**config.mk**
```make
export PLATFORM = sky130hd
export DESIGN_NAME = fp_normalizer
export DESIGN_NICKNAME = d
export VERILOG_FILES = /design/src/rtl/fp_normalizer.sv
export SDC_FILE = /design/constraint.sdc
export NUM_CORES = 1
export LEC_CHECK = 0
export CELL_PAD_IN_SITES_DETAIL_PLACEMENT = 0
export CELL_PAD_IN_SITES_GLOBAL_PLACEMENT = 1
export CORE_MARGIN = 4
export CORE_UTILIZATION = 30
export DETAILED_ROUTE_END_ITERATION = 8
export PLACE_DENSITY_LB_ADDON = 0.1
export RECOVER_POWER = 50
export REMOVE_ABC_BUFFERS = 1
export SYNTH_ARGS = -nofsm -noshare
export SYNTH_HDL_FRONTEND = slang
export SYNTH_SLANG_ARGS = --single-unit
```
**constraint.sdc**
```tcl
create_clock -name clk -period 1.9 [get_ports clk]
set_clock_uncertainty 0.15 [all_clocks]
set_input_delay 0.19 -clock clk [delete_from_list [all_inputs] [get_ports clk]]
set_output_delay 0.19 -clock clk [all_outputs]
set_load 0.01 [all_outputs]
```
**src/rtl/fp_normalizer.sv**
```systemverilog
// ---------------------------------------------------------------------------
// fp_normalizer
// Post-add normalizer for a small floating-point format: 4-bit exponent,
// 8-bit fraction with an explicit leading one in bit 7. Takes the raw 9-bit
// fraction sum from the align/add stage and produces a normalized result.
// A carry-out is handled by a right shift. Leading zeros are removed by a
// multi-cycle left-shift loop. The block also flags overflow, underflow and
// zero results.
//
// Ports
//   clk, reset            clock, synchronous active-high reset
//   in_valid / in_ready   upstream handshake; raw sum sampled on transfer
//   sign_in, exp_in       sign and exponent of the raw sum
//   sum_in[8:0]           raw fraction sum, bit 8 = carry-out
//   out_valid / out_ready downstream handshake; outputs hold while stalled
//   sign_out, exp_out     normalized sign and exponent
//   frac_out[7:0]         normalized fraction
//   overflow, underflow, zero  result flags (at most one set)
// ---------------------------------------------------------------------------
module fp_normalizer (
    input  logic       clk,
    input  logic       reset,
    input  logic       in_valid,
    output logic       in_ready,
    input  logic       sign_in,
    input  logic [3:0] exp_in,
    input  logic [8:0] sum_in,
    output logic       out_valid,
    input  logic       out_ready,
    output logic       sign_out,
    output logic [3:0] exp_out,
    output logic [7:0] frac_out,
    output logic       overflow,
    output logic       underflow,
    output logic       zero
);

    typedef enum logic [1:0] {IDLE = 2'd0, SHIFT = 2'd1, DONE = 2'd2} state_t;

    state_t     state_q, state_d;
    logic [7:0] work_frac;
    logic [3:0] work_exp;
    logic       accept;
    logic       needs_shift;
    logic [7:0] frac_shl;
    logic [3:0] exp_dec;

    // Carry-out renormalization: right shift by one (LSB dropped). At the
    // top exponent it saturates to the largest representable value.
    // Result packing: {overflow, exp[3:0], frac[7:0]}.
    function automatic logic [12:0] carry_norm(input logic [3:0] e,
                                               input logic [8:0] s);
        if (e == 4'd15)
            carry_norm = {1'b1, 4'd15, 8'hFF};
        else
            carry_norm = {1'b0, e + 4'd1, s[8:1]};
    endfunction

    assign accept      = in_valid && in_ready;
    assign needs_shift = (sum_in != 9'd0) && (sum_in < 9'd128) && (exp_in != 4'd0);
    assign frac_shl    = {work_frac[6:0], 1'b0};
    assign exp_dec     = work_exp - 4'd1;

    // State register
    always_ff @(posedge clk) begin
        if (reset)
            state_q <= IDLE;
        else
            state_q <= state_d;
    end

    // Next-state logic
    always_comb begin
        state_d = state_q;
        case (state_q)
            IDLE:    if (accept) state_d = needs_shift ? SHIFT : DONE;
            SHIFT:   if (frac_shl[7] || (exp_dec == 4'd0)) state_d = DONE;
            DONE:    if (out_ready) state_d = IDLE;
            default: state_d = IDLE;
        endcase
    end

    // Handshake outputs; in_ready is masked by reset so that nothing is
    // offered upstream during the reset cycle itself.
    always_comb begin
        in_ready  = (state_q == IDLE) && !reset;
        out_valid = (state_q == DONE);
    end

    // Datapath and result registers
    always_ff @(posedge clk) begin
        if (reset) begin
            work_frac <= 8'd0;
            work_exp  <= 4'd0;
            sign_out  <= 1'b0;
            exp_out   <= 4'd0;
            frac_out  <= 8'd0;
            overflow  <= 1'b0;
            underflow <= 1'b0;
            zero      <= 1'b0;
        end else begin
            case (state_q)
                IDLE: begin
                    if (accept) begin
                        sign_out  <= sign_in;
                        overflow  <= 1'b0;
                        underflow <= 1'b0;
                        zero      <= 1'b0;
                        work_frac <= sum_in[7:0];
                        work_exp  <= exp_in;
                        if (sum_in == 9'd0) begin
                            sign_out <= 1'b0;
                            exp_out  <= 4'd0;
                            frac_out <= 8'd0;
                            zero     <= 1'b1;
                        end else if (sum_in[8]) begin
                            {overflow, exp_out, frac_out} <= carry_norm(exp_in, sum_in);
                        end else if (sum_in[7]) begin
                            exp_out  <= exp_in;
                            frac_out <= sum_in[7:0];
                        end else if (exp_in == 4'd0) begin
                            exp_out   <= 4'd0;
                            frac_out  <= sum_in[7:0];
                            underflow <= 1'b1;
                        end
                    end
                end
                SHIFT: begin
                    work_frac <= frac_shl;
                    work_exp  <= exp_dec;
                    // Leading one found takes priority over hitting exponent 0.
                    if (frac_shl[7]) begin
                        exp_out  <= exp_dec;
                        frac_out <= frac_shl;
                    end else if (exp_dec == 4'd0) begin
                        exp_out   <= 4'd0;
                        frac_out  <= frac_shl;
                        underflow <= 1'b1;
                    end
                end
                DONE: begin
                    if (out_ready) begin
                        overflow  <= 1'b0;
                        underflow <= 1'b0;
                        zero      <= 1'b0;
                    end
                end
                default: ;
            endcase
        end
    end

endmodule

```
# == Yosys cells after proc, flatten, opt, wreduce, memory -nomap -nowiden ==
# Cells that the tools add are included.
# Widths: inputs -> output; s select.
# totals
out_inout_bits,18
wordCells,86
register_bits,29
# op_classes
addsub,2
n_reduce_logical,21
n_mux,43
n_eq_ne,10
magnitude_cmp,1
# op_table
cell,n
$mux 8,7
$mux 4,8
$pmux 4 s2,2
$pmux 8 s2,1
$mux 1,14
$pmux 7 s2,1
$mux 13,1
$logic_not 9->1,1
$lt 9x8->1 const B,1
$reduce_bool 9->1,1
$logic_not 4->1,2
$mux 2,4
$ne 2x2->1 const B,4
$mux 7,1
$pmux 2 s3,1
$reduce_and 3->1,2
$ne 5x3->1 const B,1
$reduce_and 5->1,1
$add 4x1->4 const B,1
$eq 4x4->1 const B,1
$logic_and 1x1->1,4
$pmux 1 s2,2
$reduce_and 2->1,2
$reduce_and 4->1,1
12 further kinds,13

# == Logic depth before layout (Yosys ltp) ==
# depth
word_depth,7
depth_mapped,10

# == Worst setup path before layout ==
# Ideal clock, no wire load.
# synth_path
path_kind,reg-to-reg
from,reg work_exp[0]
to,reg frac_out[4]
setup_ns,0.091
arrival_time_ns,1.820
path_slack_ns,-0.161
n_path_buf,1
stages_incl_launch_ff,9
path_cell_list,dfxtp_1 > inv_1 > ha_1 > nor2_1 > a31oi_1 > o21bai_2 > clkbuf_1 > a21oi_1 > a311oi_1
# synth_via
elab_chain_len,4
# synth_rtl
item,line,text
"start, declared",42,logic [3:0] work_exp;
"start signal, assigned",110,work_exp <= exp_in;
"start signal, assigned",130,work_exp <= exp_dec;
$sub 4x1->4,62,assign exp_dec = work_exp - 4'd1;
$logic_not 4->1,135,end else if (exp_dec == 4'd0) begin
$ne 3x3->1 (no line),--,
$reduce_and 4->1 (no line),--,
"end signal, assigned",123,frac_out <= sum_in[7:0];
"end signal, assigned",134,frac_out <= frac_shl;
"end signal, assigned",137,frac_out <= frac_shl;
"end, declared",32,"output logic [7:0] frac_out,"
# Every way passes these cells.
# A chain may end at the register's enable or synchronous reset.

# == Final worst setup path ==
# layout_path
from,reg work_exp[1]
to,reg state_q[0]
# layout_via
elab_chain_len,5
# layout_rtl
item,line,text
$sub 4x1->4,62,
$logic_not 4->1,77,SHIFT: if (frac_shl[7] || (exp_dec == 4'd0)) state_d = DONE;
$logic_or 1x1->1,77,
$ne 2x2->1 (no line),--,
$reduce_and 3->1 (no line),--,
"end signal, assigned",69,state_q <= state_d;
"end, declared",40,"state_t state_q, state_d;"
# Every way passes these cells.

==> results.ini <==
[drt]
drtIter0Drc = 63
postRouteAntennaNets = 0
routed_wl_um = 5630
drtPass1Iterations = 4
wire_per_inst_um = 14.8
vias = 1958
vias_per_cell = 5.14
drc = 0

[logic_synthesis]
ys.flop_type = dfxtp_1
post-synth-top-area-cell = dfxtp_1
synth_common_cells = nor2_1, dfxtp_1, a21oi_1
ys_warn_count = 0
syn_avg_cell_area_um2 = 7.94
synth_cells = 225
synthTopCellsByArea = dfxtp_1, a21oi_1, nor2_1, ha_1, a211oi_1
synth_cell_types = 46
synth_edf_count = 0
synth_area_um2 = 1790
synth_seq_area_share_pct = 32.5
yosysMostFrequentCell = nor2_1
synth_top_area_share_pct = 32.5
synth-seq-cells = 29
synthArstFlopShare_pct = 0

[grt]
grt_max_degree = 24
grt_pass1_vias = 1853
track_usage_pct = 15.9
grt.overflow.total = 0
antenna_found_initial = 0
grt_pass1_wl_um = 9110

[sta]
fin_hold_ws_ns = 0.296
period_minus_slack_ns = 1.93
min_period_over_period_pct = 102
fmax_mhz = 517
drv_slew = 0
relSlewSlack_pct = 75.8
finalHoldViolations = 0
final.setup.tns_ns = -0.122
setup_viol = 6
rsz0062_at_grt = true
worst_slack_ns = -0.0328
worstMarginPinSlew_ns = 0.359

[placed_design]
placed_area_um2 = 2530
place_congestion = 0.857
dpl.hpwl_um = 4350
io_buffers = 35
dp_cells = 367

[setup_path]
path_depth = 8
worst-path-buf-inv = 2
rr_endpoint = state_q[0]
crit_path_end_kind = flop
reg2reg_depth = 8
worstPathMaxFanout = 3
worstPathArrival_ns = 1.99
critPathKind = flop to flop
crit_family = simple AND/OR/NAND/NOR gates
worst_ep_required_time_ns = 1.96
rrSetupSlack_ns = -0.03
crit_path_end = state_q[0]
crit_chain = inv_2, ha_4, and3b_2, a31oi_4, buf_6, o21ba_4, or4_1, a21oi_1
cp_slowest_cell = or4_1
reg2reg_from = work_exp[1]
critPathMaxStageDelay_ns = 0.46
startpoint_type = flop
crit_start = work_exp[1]

[floorplan]
die-height_um = 85.1
io_pins = 36
std_cell_rows = 27
die_area_um2 = 7250
die_w_um = 85.1
start_util_pct = 31.6
coreArea_um2 = 5640

[clocking]
cts.path.max_buffers = 2
cts_tree = yes
cts_hold_buffers = 0
worstSkewPairLatency_ns = 0.28
htree_levels = 2
ctsRootBufferMaster = clkbuf_8
cts.reportedPaths.clkPinSlew_ns = 0.06
cts_num_sinks = 29
cts_inserted_buffers = 5

[finish]
fillers = 576
syn2layout_area_growth_pct = 57.7
diodes = 0
finalNonFillerCells = 381
drive_gt1_share_pct = 31.7
fin_nets = 334
final_area_um2 = 2820

[status]
status = complete, but fails checks
violations = setup timing

[worst_hold_path]
holdPathStages = 2
hold_path_class = flop to flop

[pwr]
fin_total_pwr_mw = 2.13
p_per_area_nw_per_um2 = 757
leakagePower_nw = 1.16
ir_worst_vdd_v = 0.000315

[flow_run]
maxCapViolCount = 0

==> worst min path at each step <==
| stage | from | end |
|---|---|---|
| 2_1_floorplan | reset | frac_out[7] |
| 3_3_place_gp | sign_out | sign_out |
| 3_5_place_dp | sign_out | sign_out |
| 4_1_cts | sign_out | sign_out |
| 5_1_grt | sign_out | sign_out |
| 6_report | sign_out | sign_out |
==> flip-flops by register name, indices dropped and copies added, names as in the netlist <==
signal     flops
exp_out        4
work_exp       4
underflow      1
frac_out       8
work_frac      7
zero           1
overflow       1
state_q        2
sign_out       1
==> routing by layer <==
| layer | GRT usage, % | vias to the layer above | share of wire [%] |
|---|---|---|---|
| met2 | 24.7 | 37 | 45 |
| met4 | 5.61 | 0 | 1.8 |
| met3 | 4.37 | 8 | 4.5 |
| li1 | - | 999 | - |
| met5 | 0 | - | 0 |
| met1 | 21.0 | 914 | 48 |
==> metrics by stage <==
step                util [%]  setup WS, ns
floorplan                  -        -0.967
global placement        44.9        -0.406
detailed placement      44.9        -0.431
CTS                     48.1       -0.0561
global route            49.9        -0.101
finish                  49.9       -0.0328
==> tightest hold or removal path, delay by kind of cell (launching register included) <==
kind               cells  cell delay, ns
and+or+nand+nor        1            0.05
AOI/OAI and AO/OA      1            0.05
DFF                    1            0.30
==> where the power goes <==
group          internal [mW]  leakage (nW)  total, mW  switching (mW)
sequential             0.687         0.239      0.735          0.0480
clock                  0.253        0.0450      0.497           0.244
combinational          0.471         0.873      0.898           0.427
==> timing repair <==
action                     in CTS  in global routing
setup endpoints to repair      18                 24
pin swaps                      11                  6
setup buffers                   5                  1
gates resized for setup        26                 26
hold endpoints to repair        0                  0
==> layout by cell type, fill, tap and decap left out, types with 3 or more instances in the layout <==
cell type,instances
a211oi_1,13
a21oi_1,26
a311oi_1,5
a311oi_2,3
buf_4,49
buf_6,8
clkbuf_8,5
clkdlybuf4s50_1,12
dfxtp_1,25
dfxtp_2,4
dlygate4sd2_1,6
dlygate4sd3_1,16
ha_1,5
inv_1,6
inv_2,4
mux2i_1,9
nand2_1,8
nand2b_1,3
nand4_1,4
nor2_1,31
nor3_1,7
o21ai_0,5
==> cell type report <==
| cell class | count | area (um^2) | area share [%] |
|---|---|---|---|
| Clock inverter | 2 | 10.0 | 0.356 |
| Inverter | 11 | 45.0 | 1.60 |
| Timing Repair Buffer | 92 | 803 | 28.5 |
| Sequential cell | 29 | 586 | 20.8 |
| Tap cell | 72 | 90.1 | 3.20 |
| Multi-Input combinational cell | 169 | 1210 | 42.9 |
| Clock buffer | 6 | 72.6 | 2.58 |
==> logic make-up after synthesis <==
group	Yosys count	share of synthesized area, %
and+or+nand+nor	72	19.8
buffers and inverters	27	6.59
DFF	29	32.5
xor gates and xnor gates	2	0.981
AOI/OAI and AO/OA	78	29.4
muxes	9	5.05
adders and majority gates	8	5.61
Note: power is estimated with default switching activity, not from simulation.
